[src/rtl/uio_arb_pkg.sv]
// -----------------------------------------------------------------------------
// uio_arb_pkg
// Shared definitions for the uio pin-bank arbiter: arbiter state encoding,
// structural widths and the saturating hold-counter helper.
// -----------------------------------------------------------------------------
package uio_arb_pkg;

    localparam int MAX_REQ = 4;   // largest supported requester count
    localparam int PIN_W   = 8;   // width of the uio pin bank
    localparam int HOLD_W  = 8;   // hold counter width (saturates at 255)
    localparam int TURN_W  = 4;   // turnaround counter width (up to 15 cycles)

    typedef enum logic [1:0] {
        IDLE = 2'd0,
        OWN  = 2'd1,
        TURN = 2'd2
    } arb_state_e;

    // Increment that sticks at all-ones so a long sole holder never wraps
    // back into the preemption window.
    function automatic logic [HOLD_W-1:0] hold_sat_inc(input logic [HOLD_W-1:0] v);
        return (v == {HOLD_W{1'b1}}) ? v : v + HOLD_W'(1);
    endfunction

endpackage

[src/rtl/uio_in_sync.sv]
// -----------------------------------------------------------------------------
// uio_in_sync
// Two-flop synchronizer for the asynchronous uio pin inputs.
// Ports:
//   clk    - sampling clock
//   rst_n  - asynchronous active-low reset, clears both stages to 0
//   d      - raw pin input
//   q      - synchronized value, d delayed by two clock edges
// -----------------------------------------------------------------------------
module uio_in_sync
    import uio_arb_pkg::*;
(
    input  logic             clk,
    input  logic             rst_n,
    input  logic [PIN_W-1:0] d,
    output logic [PIN_W-1:0] q
);

    logic [PIN_W-1:0] meta_d;
    logic [PIN_W-1:0] meta_q;
    logic [PIN_W-1:0] sync_d;
    logic [PIN_W-1:0] sync_q;

    // Next-state for the two synchronizer stages.
    always_comb begin
        meta_d = d;
        sync_d = meta_q;
    end

    // Synchronizer stages; first stage may go metastable, second resolves it.
    always_ff @(posedge clk or negedge rst_n) begin
        if (!rst_n) begin
            meta_q <= '0;
            sync_q <= '0;
        end else begin
            meta_q <= meta_d;
            sync_q <= sync_d;
        end
    end

    assign q = sync_q;

endmodule

[src/rtl/uio_bus_arbiter.sv]
// -----------------------------------------------------------------------------
// uio_bus_arbiter
// Shares the 8-bit bidirectional uio pin bank between NUM_REQ internal
// requesters. One owner at a time, round-robin fairness, a floated turnaround
// window on each ownership change and optional preemption of long holders.
// Ports:
//   clk_100mhz   - sole clock
//   rst_n        - asynchronous active-low reset
//   req          - level request per requester
//   gnt          - registered one-hot grant
//   wdata / woe  - per-requester pin data / per-bit enable, requester i at
//                  [8i+7:8i]
//   owner        - index of current owner (meaningful while owner_valid)
//   owner_valid  - high while a requester owns the pins
//   rdata        - uio_in after a 2-flop synchronizer
//   uio_in       - pin input
//   uio_out      - registered pin data
//   uio_oe       - registered pin output enable
// -----------------------------------------------------------------------------
module uio_bus_arbiter
    import uio_arb_pkg::*;
#(
    parameter int NUM_REQ     = 2,
    parameter int TURN_CYCLES = 2,
    parameter int MAX_HOLD    = 64
) (
    input  logic                     clk_100mhz,
    input  logic                     rst_n,
    input  logic [NUM_REQ-1:0]       req,
    output logic [NUM_REQ-1:0]       gnt,
    input  logic [PIN_W*NUM_REQ-1:0] wdata,
    input  logic [PIN_W*NUM_REQ-1:0] woe,
    output logic [1:0]               owner,
    output logic                     owner_valid,
    output logic [PIN_W-1:0]         rdata,
    input  logic [PIN_W-1:0]         uio_in,
    output logic [PIN_W-1:0]         uio_out,
    output logic [PIN_W-1:0]         uio_oe
);

    localparam logic [HOLD_W-1:0] HOLD_LAST  = HOLD_W'((MAX_HOLD > 0) ? (MAX_HOLD - 1) : 0);
    localparam logic [TURN_W-1:0] TURN_LOAD  = TURN_W'(TURN_CYCLES - 1);
    localparam logic [1:0]        LAST_IDX   = 2'(NUM_REQ - 1);
    localparam logic              PREEMPT_EN = (MAX_HOLD != 0) ? 1'b1 : 1'b0;

    arb_state_e           state_d, state_q;
    logic [NUM_REQ-1:0]   gnt_d, gnt_q;
    logic [1:0]           owner_d, owner_q;
    logic                 owner_valid_d, owner_valid_q;
    logic [PIN_W-1:0]     uio_out_d, uio_out_q;
    logic [PIN_W-1:0]     uio_oe_d, uio_oe_q;
    logic [1:0]           rr_d, rr_q;
    logic [HOLD_W-1:0]    hold_cnt_d, hold_cnt_q;
    logic [TURN_W-1:0]    turn_cnt_d, turn_cnt_q;

    logic [NUM_REQ-1:0]   upper_mask_s;
    logic [NUM_REQ-1:0]   upper_req_s;
    logic [1:0]           upper_win_s;
    logic [1:0]           any_win_s;
    logic [1:0]           winner_s;
    logic                 any_req_s;
    logic [NUM_REQ-1:0]   win_gnt_s;
    logic [1:0]           win_rr_s;

    logic [PIN_W-1:0]     sel_wdata_s;
    logic [PIN_W-1:0]     sel_woe_s;
    logic                 sel_req_s;
    logic                 others_s;
    logic                 release_s;

    // Round-robin pick: lowest request at or above rr, else lowest overall
    // (the wrap-around case). Loops run high-to-low so the last hit wins.
    always_comb begin
        upper_mask_s = '0;
        upper_win_s  = 2'd0;
        any_win_s    = 2'd0;
        for (int i = NUM_REQ - 1; i >= 0; i--) begin
            upper_mask_s[i] = (2'(i) >= rr_q) ? 1'b1 : 1'b0;
        end
        upper_req_s = req & upper_mask_s;
        for (int i = NUM_REQ - 1; i >= 0; i--) begin
            upper_win_s = upper_req_s[i] ? 2'(i) : upper_win_s;
            any_win_s   = req[i] ? 2'(i) : any_win_s;
        end
        winner_s  = (|upper_req_s) ? upper_win_s : any_win_s;
        any_req_s = |req;
        win_gnt_s = NUM_REQ'(1) << winner_s;
        win_rr_s  = (winner_s == LAST_IDX) ? 2'd0 : winner_s + 2'd1;
    end

    // Select the current owner's pin data, enables and request level.
    always_comb begin
        sel_wdata_s = '0;
        sel_woe_s   = '0;
        sel_req_s   = 1'b0;
        for (int i = 0; i < NUM_REQ; i++) begin
            sel_wdata_s = (owner_q == 2'(i)) ? wdata[PIN_W*i +: PIN_W] : sel_wdata_s;
            sel_woe_s   = (owner_q == 2'(i)) ? woe[PIN_W*i +: PIN_W]   : sel_woe_s;
            sel_req_s   = (owner_q == 2'(i)) ? req[i]                  : sel_req_s;
        end
        // gnt_q is the owner's one-hot, so masking it leaves only waiters.
        others_s  = |(req & ~gnt_q);
        release_s = !sel_req_s ||
                    (PREEMPT_EN && (hold_cnt_q == HOLD_LAST) && others_s);
    end

    // Arbiter FSM and pin register next-state.
    always_comb begin
        state_d       = state_q;
        gnt_d         = gnt_q;
        owner_d       = owner_q;
        owner_valid_d = owner_valid_q;
        uio_out_d     = uio_out_q;
        uio_oe_d      = uio_oe_q;
        rr_d          = rr_q;
        hold_cnt_d    = hold_cnt_q;
        turn_cnt_d    = turn_cnt_q;
        case (state_q)
            IDLE: begin
                uio_oe_d = '0;
                if (any_req_s) begin
                    state_d       = OWN;
                    gnt_d         = win_gnt_s;
                    owner_d       = winner_s;
                    owner_valid_d = 1'b1;
                    rr_d          = win_rr_s;
                    hold_cnt_d    = '0;
                end else begin
                    state_d = IDLE;
                end
            end
            OWN: begin
                if (release_s) begin
                    // Float the pins on the release edge; uio_out keeps its
                    // last value so the bus does not glitch on re-enable.
                    state_d       = TURN;
                    gnt_d         = '0;
                    owner_valid_d = 1'b0;
                    uio_oe_d      = '0;
                    turn_cnt_d    = TURN_LOAD;
                end else begin
                    uio_out_d  = sel_wdata_s;
                    uio_oe_d   = sel_woe_s;
                    hold_cnt_d = hold_sat_inc(hold_cnt_q);
                end
            end
            TURN: begin
                uio_oe_d = '0;
                if (turn_cnt_q != TURN_W'(0)) begin
                    turn_cnt_d = turn_cnt_q - TURN_W'(1);
                end else if (any_req_s) begin
                    state_d       = OWN;
                    gnt_d         = win_gnt_s;
                    owner_d       = winner_s;
                    owner_valid_d = 1'b1;
                    rr_d          = win_rr_s;
                    hold_cnt_d    = '0;
                end else begin
                    state_d = IDLE;
                end
            end
            default: begin
                state_d       = IDLE;
                gnt_d         = '0;
                owner_valid_d = 1'b0;
                uio_oe_d      = '0;
            end
        endcase
    end

    // Arbiter state, grant and pin registers.
    always_ff @(posedge clk_100mhz or negedge rst_n) begin
        if (!rst_n) begin
            state_q       <= IDLE;
            gnt_q         <= '0;
            owner_q       <= 2'd0;
            owner_valid_q <= 1'b0;
            uio_out_q     <= '0;
            uio_oe_q      <= '0;
            rr_q          <= 2'd0;
            hold_cnt_q    <= '0;
            turn_cnt_q    <= '0;
        end else begin
            state_q       <= state_d;
            gnt_q         <= gnt_d;
            owner_q       <= owner_d;
            owner_valid_q <= owner_valid_d;
            uio_out_q     <= uio_out_d;
            uio_oe_q      <= uio_oe_d;
            rr_q          <= rr_d;
            hold_cnt_q    <= hold_cnt_d;
            turn_cnt_q    <= turn_cnt_d;
        end
    end

    uio_in_sync u_in_sync (
        .clk   (clk_100mhz),
        .rst_n (rst_n),
        .d     (uio_in),
        .q     (rdata)
    );

    assign gnt         = gnt_q;
    assign owner       = owner_q;
    assign owner_valid = owner_valid_q;
    assign uio_out     = uio_out_q;
    assign uio_oe      = uio_oe_q;

endmodule

[config.mk]
export PLATFORM = sky130hd
export DESIGN_NAME = uio_bus_arbiter
export DESIGN_NICKNAME = d
export VERILOG_FILES = /design/src/rtl/uio_arb_pkg.sv /design/src/rtl/uio_in_sync.sv /design/src/rtl/uio_bus_arbiter.sv
export SDC_FILE = /design/constraint.sdc
export NUM_CORES = 1
export LEC_CHECK = 0
export ABC_AREA = 0
export ABC_CLOCK_PERIOD_IN_PS = 1800
export BUFFER_PORTS_ARGS = -buffer_cell sky130_fd_sc_hd__buf_2
export CAP_MARGIN = 40
export CORE_AREA = 2 2 86 63
export CTS_CLUSTER_DIAMETER = 150
export DETAILED_ROUTE_END_ITERATION = 7
export DIE_AREA = 0 0 88 65
export PLACE_DENSITY = 0.74
export SLEW_MARGIN = 15
export SYNTH_ARGS = -nofsm -noshare
export SYNTH_HDL_FRONTEND = slang
export SYNTH_SLANG_ARGS = --single-unit
[constraint.sdc]
create_clock -name clk_100mhz -period 1.8 [get_ports clk_100mhz]
set_clock_uncertainty 0.05 [all_clocks]
set_input_delay 0 -clock clk_100mhz [delete_from_list [all_inputs] [get_ports clk_100mhz]]
set_output_delay 0 -clock clk_100mhz [all_outputs]
set_load 0.1 [all_outputs]
* Yosys cells after proc, flatten, opt, wreduce, memory -nomap -nowiden
Index checks and enable logic that the tools add are counted.
** Word-level totals
- Register bits :: 53
- Input port bits :: 44
- Logic and storage cells :: 91
** Operators by class
- Add/sub/neg operators :: 3
- Order comparisons :: 2
- Equal/unequal tests :: 11
- Shift operators :: 1
- Multiplexer cells :: 42
- Bitwise logic cells :: 4
- Reduce and logical (&&, ||, !) cells :: 17
** Operators by type and width (number)
- 8-bit two-way mux :: 10
- 8-bit one-hot mux with 3 select lines :: 1
- 2-bit two-way mux :: 10
- 1-bit two-way mux :: 13
- 2-bit one-hot mux with 3 select lines :: 2
- 2-bit inequality test (second input constant) :: 5
- 8-bit by 1-bit adder with 8-bit output (second input constant) :: 1
- 8-bit by 6-bit equality test with 1-bit output (second input constant) :: 1
- 8-bit equality test (second input constant) :: 1
- 4-bit two-way mux :: 2
- 2-bit one-hot mux with 2 select lines :: 2
- 4-bit one-hot mux with 2 select lines :: 1
- 2-bit AND reduction :: 3
- 2-bit OR reduction :: 3
- 2-bit AND :: 2
- 2-bit by 1-bit equality test with 1-bit output (second input constant) :: 2
- 1-bit by 2-bit greater-or-equal comparator with 1-bit output (first input constant) :: 2
- 2-bit logical NOT :: 2
- 4-bit AND reduction :: 1
- 2-bit nonzero test :: 2
- 4-bit nonzero test :: 1
- 4-bit by 1-bit subtractor with 4-bit output (second input constant) :: 1
- 1-bit one-hot mux with 3 select lines :: 1
- 3-bit AND reduction :: 1
- 10 further kinds :: 10

* Logic depth before layout (Yosys ltp)
Gate-level depths: netlist (run 1).
- Depth after elaboration :: 11
- Depth in mapped cells :: 8

* Cells and area by module
Synthesis (run 1) repeated with hierarchy kept, for this count alone.
** Unflattened totals
- Cells, all modules :: 188
- Area, all modules :: 2155.8 um2
** By module, submodules not included
- uio_bus_arbiter :: times used 1, cells each 172, area an instance 1755.4 um2, seq. area each 875.8 um2
- uio_in_sync :: times used 1, cells each 16, area an instance 400.4 um2, seq. area each 400.4 um2

* Worst setup path before layout (run 1)
Ideal clock, no wire load.
- Path kind :: reg2reg
- From :: register owner_q[0], in the netlist owner[0]
- To :: register hold_cnt_q[7]
- Arrival time :: 2144 ps
- Path slack :: -520 ps
- Cell stages (with the launch flop) :: 7
- Clock period less this slack :: 2320 ps
- Cell sequence :: dfrtp_1 buf_6 mux2_4 nand3_1 o22ai_4 and3_1 a221o_1
** Between the ends
- Longest elaborated chain between the ends :: 7
- Elaborated cells between the ends (all ways) :: 8
- Those cells by class :: eq/ne (2); mux (2); reduce/logical (4)
** Ends and longest elaborated chain
- start: declaration :: RTL line uio_bus_arbiter.sv:48 : logic [1:0] owner_d, owner_q;
- start signal: assignment :: RTL line uio_bus_arbiter.sv:186 : owner_q <= owner_d;
- 2-bit logical NOT :: RTL line uio_bus_arbiter.sv:99 : sel_req_s = (owner_q == 2'(i)) ? req[i] : sel_req_s;
- 1-bit two-way mux :: RTL line uio_bus_arbiter.sv:99
- 1-bit two-way mux * :: RTL line uio_bus_arbiter.sv:99
- 1-bit logical NOT * :: RTL line uio_bus_arbiter.sv:103 : release_s = !sel_req_s ||
- 1-bit logical OR * :: RTL line uio_bus_arbiter.sv:103
- 2-bit inequality test (no line) *
- 4-bit AND reduction (no line) *
- end signal: assignment :: RTL line uio_bus_arbiter.sv:191 : hold_cnt_q <= hold_cnt_d;
- end: declaration :: RTL line uio_bus_arbiter.sv:53 : logic [HOLD_W-1:0] hold_cnt_d, hold_cnt_q;
Mark *: on every way between the ends. The rest lies on a longest branch, timed or not.
A chain may end at the register's enable or synchronous reset.

* Final worst setup path (run 1)
- From :: register gnt_q[1], in the netlist gnt[1]
- To :: register hold_cnt_q[7]
** Between the ends
- Longest elaborated chain between the ends :: 7
** Ends and longest elaborated chain
- start: declaration :: RTL line uio_bus_arbiter.sv:47 : logic [NUM_REQ-1:0] gnt_d, gnt_q;
- start signal: assignment :: RTL line uio_bus_arbiter.sv:185 : gnt_q <= gnt_d;
- 2-bit NOT :: RTL line uio_bus_arbiter.sv:102 : others_s = |(req & ~gnt_q);
- 2-bit AND :: RTL line uio_bus_arbiter.sv:102
- 2-bit OR reduction :: RTL line uio_bus_arbiter.sv:102
- 1-bit logical AND :: RTL line uio_bus_arbiter.sv:104 : (PREEMPT_EN && (hold_cnt_q == HOLD_LAST) && others_s);
- 1-bit logical OR :: RTL line uio_bus_arbiter.sv:103
- 2-bit inequality test (no line)
- 4-bit AND reduction (no line)
No other way between the ends.

==> metrics.txt, run 1 <==
Starting Density=a little over two fifths; top cell type's share of synthesized area=60.4%; status=completed; via count=about 1800; Post-Syn Nets=225; EDFF count, synth=0; metal2 WL=2.50 mm; final period utilization=96.9%; slowest library cell on the worst path=dfrtp_4; Sink Count=51; layout cells sized above 1=about two fifths; Post-Syn Area per Cell=around 12 µm²; ranking of synthesized cells by area=dfrtp_1 (60%), mux2i_1 (8.1%), o21ai_0 (3.1%); Seq/Total Area, Yosys=60.4%; post-route setup TNS=0 ps; area grow syn2layout=55.2%; Synth cell types=40; Post-Syn Area=roughly 2100 µm²; CP top delay family=compound AO/OA/AOI/OAI gates; WP buf/inv=0; die width=88 µm; Post-DP Area=2670 µm²; IO buf count=71; largest net degree at the start of global routing=36; #FFs+latches synth=~50; Most used DFF post-synth=dfrtp_1; Antenna Violating Nets Remaining=0; Max Slew Vio Count=0; most frequent cells in the layout=buf_2 (71), dfrtp_1 (48), dlygate4sd3_1 (41), mux2i_1 (17), nor2_1 (16); Fin. Hold Viols=0; CP arrival=1890 ps; Die Y=65 µm; GRT Residual Overflow=0; CTS tree=done; full die area=between 5000 and 6000 µm²; Worst-path clk slew=90 ps; Hold Crit Class=in2async; DR DRC count=0; cell area after layout=3280 µm²; Critical Path, Cell by Cell=nand2b_4 -> a211oi_4 -> o22ai_4 -> and3_1 -> a221o_1; Crit path largest cell delay=500 ps; IO Pins=73; core area=between 4000 and 5000 µm²; vias in the first global route=~1800; first drt pass iteration count=4; non-filler cells, final=381; worst path required time=1940 ps; DPL Wire Length=3.18 mm; final worst path period need=1740 ps; power per standard cell area=1710 nW/µm²; RSZ-0062 raised after global routing=true; Antenna Diode Count=0; Final Wtd Congestion=0.819; commonest non-fill, non-tap cell in the layout=buf_2; crit path kind=reg2reg; Final Setup Violations=0; maximum vdd drop=0.897 mV; fmax=573 MHz; Max H-tree Level=2; highest routed layer=met4; Root Driver=clkbuf_8; maximum clock path buffer count=2; Clock Latency Late Sink=300 ps; crit-path max FO=6; Synth area leader=dfrtp_1; drt wl/cell=approximately 13 µm; Worst Setup Start Kind=flip-flop; async set-reset flop share out of synthesis=100%; area taken by multi-input logic gates=850 µm²; Filler cells=396; DRT iter0 DRCs=101; DP Cell Count=about 330; row count=22; final wirelength=slightly above 5 mm; first-pass GRT wire length=7.98 mm; DR WL met3=336 µm; clock buffer count from CTS=5; Leakage=1.62 nW; Final #Nets=approximately 360; M1 WL=2.23 mm; initial antenna violation count=0; synth warn=0; routed vias/inst=roughly 4.7; Total GRT Usage=18.4%; Post-Synthesis Cells=178; max-cap violation count=0; crit path capture type=flip-flop; register area=1290 µm²
-- routing by layer --
metal / GRT usage [%] / up-vias
met5: 0 / -
met1: 22.3 / 861
met4: 4.04 / 0
met3: 6.62 / 8
met2: 31.4 / 58
li1: - / 880
-- path summary, 6_finish.rpt --
check | from | cells past startpoint | endpoint | slack, ps
min in group clk_100mhz | req[0] | 4 | gnt[0] | 160
max in group asynchronous | rst_n | 3 | uio_oe[2] | 1080
max | gnt[1] | 5 | hold_cnt_q[7] | 60
min | rst_n | 2 | u_in_sync.q[4] | 100
max reg2reg | gnt[1] | 5 | hold_cnt_q[7] | 60
min reg2reg | u_in_sync.meta_q[6] | 0 | u_in_sync.q[6] | 300
-- report_power, final --
part,internal (W),switching (W),total [W],leakage [nW]
registers,0.00145,0.000183,0.00163,0.635
logic,0.00104,0.00215,0.00319,0.929
clock network,0.000420,0.000379,0.000799,0.0558
total,0.00290,0.00271,0.00562,1.62
-- state kept, by name (all words and copies together) (netlist names) --
register	flops
gnt	2
hold_cnt_q	8
owner	1
owner_valid	1
rr_q	1
state_q	2
turn_cnt_q	4
u_in_sync.meta_q	8
u_in_sync.q	8
uio_oe	8
uio_out	8
-- layout make-up --
cell class                 instances  share of cell area, %
clock inverter                     2                   1.18
multi-input combinational        117                   25.9
clock buffer                       6                   2.21
inverter                           4                  0.458
timing repair buffer             129                   28.2
sequential                        51                   39.3
tap                               72                   2.75
-- cells in the mapped netlist (all sizes together) (2+ instances only) --
cell	number
mux2i	17
nand2b	3
a21o	2
nor3b	2
o21ai	14
o21a	5
nand3	3
or2	2
nor2b	2
dfrtp	51
ha	3
o22ai	2
buf	6
nor2	17
inv	4
a21oi	11
nand2	15
and3	3
mux2	3
-- kinds of logic after synthesis --
group / count (synthesis) / synth area share (%)
AOI/OAI and AO/OA: 42 / 13.4
adders and majority gates: 3 / 1.78
buffers and inverters: 10 / 2.72
DFF: 51 / 60.4
muxes: 20 / 9.83
other: 1 / 0.177
and+or+nand+nor: 51 / 11.7
-- worst register-to-register path: cells and delay by family (launching register included) --
family | cells | cell delay [ps]
AO/OA/AOI/OAI | 3 | 750
AND/OR/NAND/NOR | 2 | 340
flip-flops | 1 | 500
-- per-stage QoR --
step | setup slack (ps) | utilization, % | total power [W] | hold WS (ps)
global placement | 80.6 | 53.6 | 0.00442 | -100
CTS | 4.87 | 64.1 | 0.00548 | 102
finish | 55.4 | 65.8 | 0.00562 | 104
detailed placement | 17.7 | 53.6 | 0.00447 | -92.0
global route | -25.7 | 65.8 | 0.00592 | 126
floorplan | -116 | - | 0.00389 | -346
-- what timing repair did --
| item | 4_1_cts | 5_1_grt |
|---|---|---|
| buffers inserted | 0 | 4 |
| gates resized for setup | 0 | 14 |
| hold buffers | 41 | 0 |
| endpoints found under the setup margin | 0 | 33 |
| endpoints found under the hold margin | 75 | 0 |
(Power assumes the default switching activity.)
==> inputs of run 2 (changes only) <==
--- a/config.mk
+++ b/config.mk
@@ -6,14 +6,14 @@
 export NUM_CORES = 1
 export LEC_CHECK = 0
 export ABC_AREA = 0
-export ABC_CLOCK_PERIOD_IN_PS = 1800
+export ABC_CLOCK_PERIOD_IN_PS = 1600
 export BUFFER_PORTS_ARGS = -buffer_cell sky130_fd_sc_hd__buf_2
 export CAP_MARGIN = 40
 export CORE_AREA = 2 2 86 63
 export CTS_CLUSTER_DIAMETER = 150
 export DETAILED_ROUTE_END_ITERATION = 7
 export DIE_AREA = 0 0 88 65
-export PLACE_DENSITY = 0.74
+export PLACE_DENSITY_LB_ADDON = 0.15
 export SLEW_MARGIN = 15
 export SYNTH_ARGS = -nofsm -noshare
 export SYNTH_HDL_FRONTEND = slang
==> constraint.sdc (replaced) <==
create_clock -name clk_100mhz -period 1.6 [get_ports clk_100mhz]
set_clock_uncertainty 0.05 [all_clocks]
set_input_delay 0 -clock clk_100mhz [delete_from_list [all_inputs] [get_ports clk_100mhz]]
set_output_delay 0 -clock clk_100mhz [all_outputs]
set_load 0.1 [all_outputs]
==> run 2 against run 1 <==
- core utilization grew 5.4 points
- design area grew 8.2%
- register-to-register slack worse by 180 ps
- the flow now finishes with violations (negative setup slack)
- global-route usage grew 1.9 points
==> metrics.txt, run 2 (synthesis results as in run 1) <==
initial antenna violation count=0 (unchanged); Clock Latency Late Sink=300 ps (about the same); GRT Residual Overflow=0 (unchanged); max-cap violation count=0 (unchanged); slowest library cell on the worst path=dfrtp_4; core area=4980 µm² (unchanged); DR DRC count=0 (unchanged); IO buf count=71 (unchanged); Crit path largest cell delay=480 ps (-20 ps); DRT iter0 DRCs=73 (-28%); vias in the first global route=1912 (+5.5%); failing checks=negative setup slack; IO Pins=73 (unchanged); first drt pass iteration count=4 (unchanged); power per standard cell area=1880 nW/µm² (+10%); most frequent cells in the layout=buf_2 (70), dfrtp_1 (48), dlygate4sd3_1 (41), buf_4 (25), mux2i_1 (17); layout cells sized above 1=49.7% (+11 points); Critical Path, Cell by Cell=nand2b_4 -> a211oi_4 -> o22ai_4 -> and3_1 -> a221o_1; Root Driver=clkbuf_8; commonest non-fill, non-tap cell in the layout=buf_2; Worst-path clk slew=90 ps (about the same); Slew headroom=a little over three fifths; Final #Nets=372 (+4.8%); Final Hold Slack=145 ps (+41.5 ps); crit path capture type=flip-flop; largest net degree at the start of global routing=28 (-22%); row count=22 (unchanged); setup ws final=-121 ps (-177 ps); fmax=581 MHz (+1.4%); Filler cells=348 (-12%); Leakage=1.74 nW (+7.6%); area taken by multi-input logic gates=970 µm² (+14%); Die Y=65 µm (unchanged); routed vias/inst=4.67 (-1.6%); via count=1857 (+2.8%); Max Slew Vio Count=0 (unchanged); Worst Setup Start Kind=flip-flop; crit path kind=reg2reg; die width=88 µm (unchanged); Antenna Violating Nets Remaining=0 (unchanged); CTS tree=done; clock buffer count from CTS=5 (unchanged); maximum clock path buffer count=2 (unchanged); final wirelength=5.41 mm (+5.4%); worst path required time=1730 ps (-210 ps); Total GRT Usage=20.3% (+1.9 points); DPL Wire Length=3.29 mm (+3.6%); Final Wtd Congestion=0.838 (+2.4%); crit-path max FO=6 (unchanged); Hold Crit Class=in2reg; Final Setup Violations=29 (+29); Pwr Total=0.00668 W (+19%); RSZ-0062 raised after global routing=true; CP arrival=1860 ps (-30 ps); Fin. Hold Viols=0 (unchanged); Least-Margin Pin Slew=557 ps; status=finished with violations; Sink Count=51 (unchanged); drt wl/cell=13.6 µm (+0.92%); Antenna Diode Count=0 (unchanged); post-layout util=71.2% (+5.4 points); area grow syn2layout=68.0%; Starting Density=42.4% (unchanged); final period utilization=108% (+11 points); final worst path period need=1720 ps (-23.5 ps); first-pass GRT wire length=8.74 mm (+9.5%); Max H-tree Level=2 (unchanged); maximum vdd drop=0.922 mV (+2.7%); register area=1290 µm² (unchanged); full die area=5720 µm² (unchanged)
run 2: where the power goes:
part | internal [W] | switching, W | leakage, nW | total [W]
combinational | 0.00135 | 0.00260 | 1.05 | 0.00396
sequential | 0.00163 | 0.000191 | 0.635 | 0.00182
clock | 0.000506 | 0.000406 | 0.0612 | 0.000912
total | 0.00349 | 0.00320 | 1.74 | 0.00668
run 2: metal layers:
layer  vias up  track usage, %  share of wire [%]
met3        13            5.35                4.7
met5         -               0                  0
met4         0            6.73                2.3
li1        915               -                  -
met1       876            24.6                 44
met2        53            35.1                 49
run 2: worst max-delay path: cells and delay by family, from the launching register on:
kind	cells	cell delay [ps]
DFF	1	480
and+or+nand+nor	2	340
AOI/OAI and AO/OA	3	740
run 2: path summary, 6_finish.rpt:
check / startpoint / end / slack, ps / depth (start not counted)
worst max-delay path: gnt[0] / hold_cnt_q[7] / -120 / 5
worst min-delay path: req[1] / rr_q[0] / 150 / 3
worst max register to register: gnt[0] / hold_cnt_q[7] / -120 / 5
worst min register to register: u_in_sync.meta_q[0] / u_in_sync.q[0] / 300 / 0
max in group asynchronous: rst_n / owner[0] / 790 / 3
min in group asynchronous: rst_n / u_in_sync.q[1] / 170 / 2
run 2: area by class of cell:
cell class	instances	area share (%)
Inverter	4	0.423
Timing Repair Buffer	146	30.1
Multi-Input combinational cell	117	27.3
Clock inverter	2	0.987
Clock buffer	6	2.33
Sequential cell	51	36.3
Tap cell	72	2.54
run 2: repair_timing:
action | 4_1_cts | 5_1_grt
endpoints found under the hold margin | 48 | 0
gates cloned | 1 | 0
setup endpoints to repair | 33 | 35
pin swaps | 6 | 18
resized for setup | 8 | 44
setup buffers | 2 | 4
hold buffers | 41 | 0
run 2: through the flow:
step | cell area (µm²) | instances | worst slack, ps | setup TNS (ps)
6_report | 3550 | 398 | -121 | -1580
4_1_cts | 3360 | 394 | -81.8 | -879
3_5_place_dp | 2780 | 342 | -150 | -2410
3_3_place_gp | 2780 | 342 | -114 | -1660
5_1_grt | 3550 | 398 | -171 | -3570
2_1_floorplan | 2180 | 178 | -316 | -5410
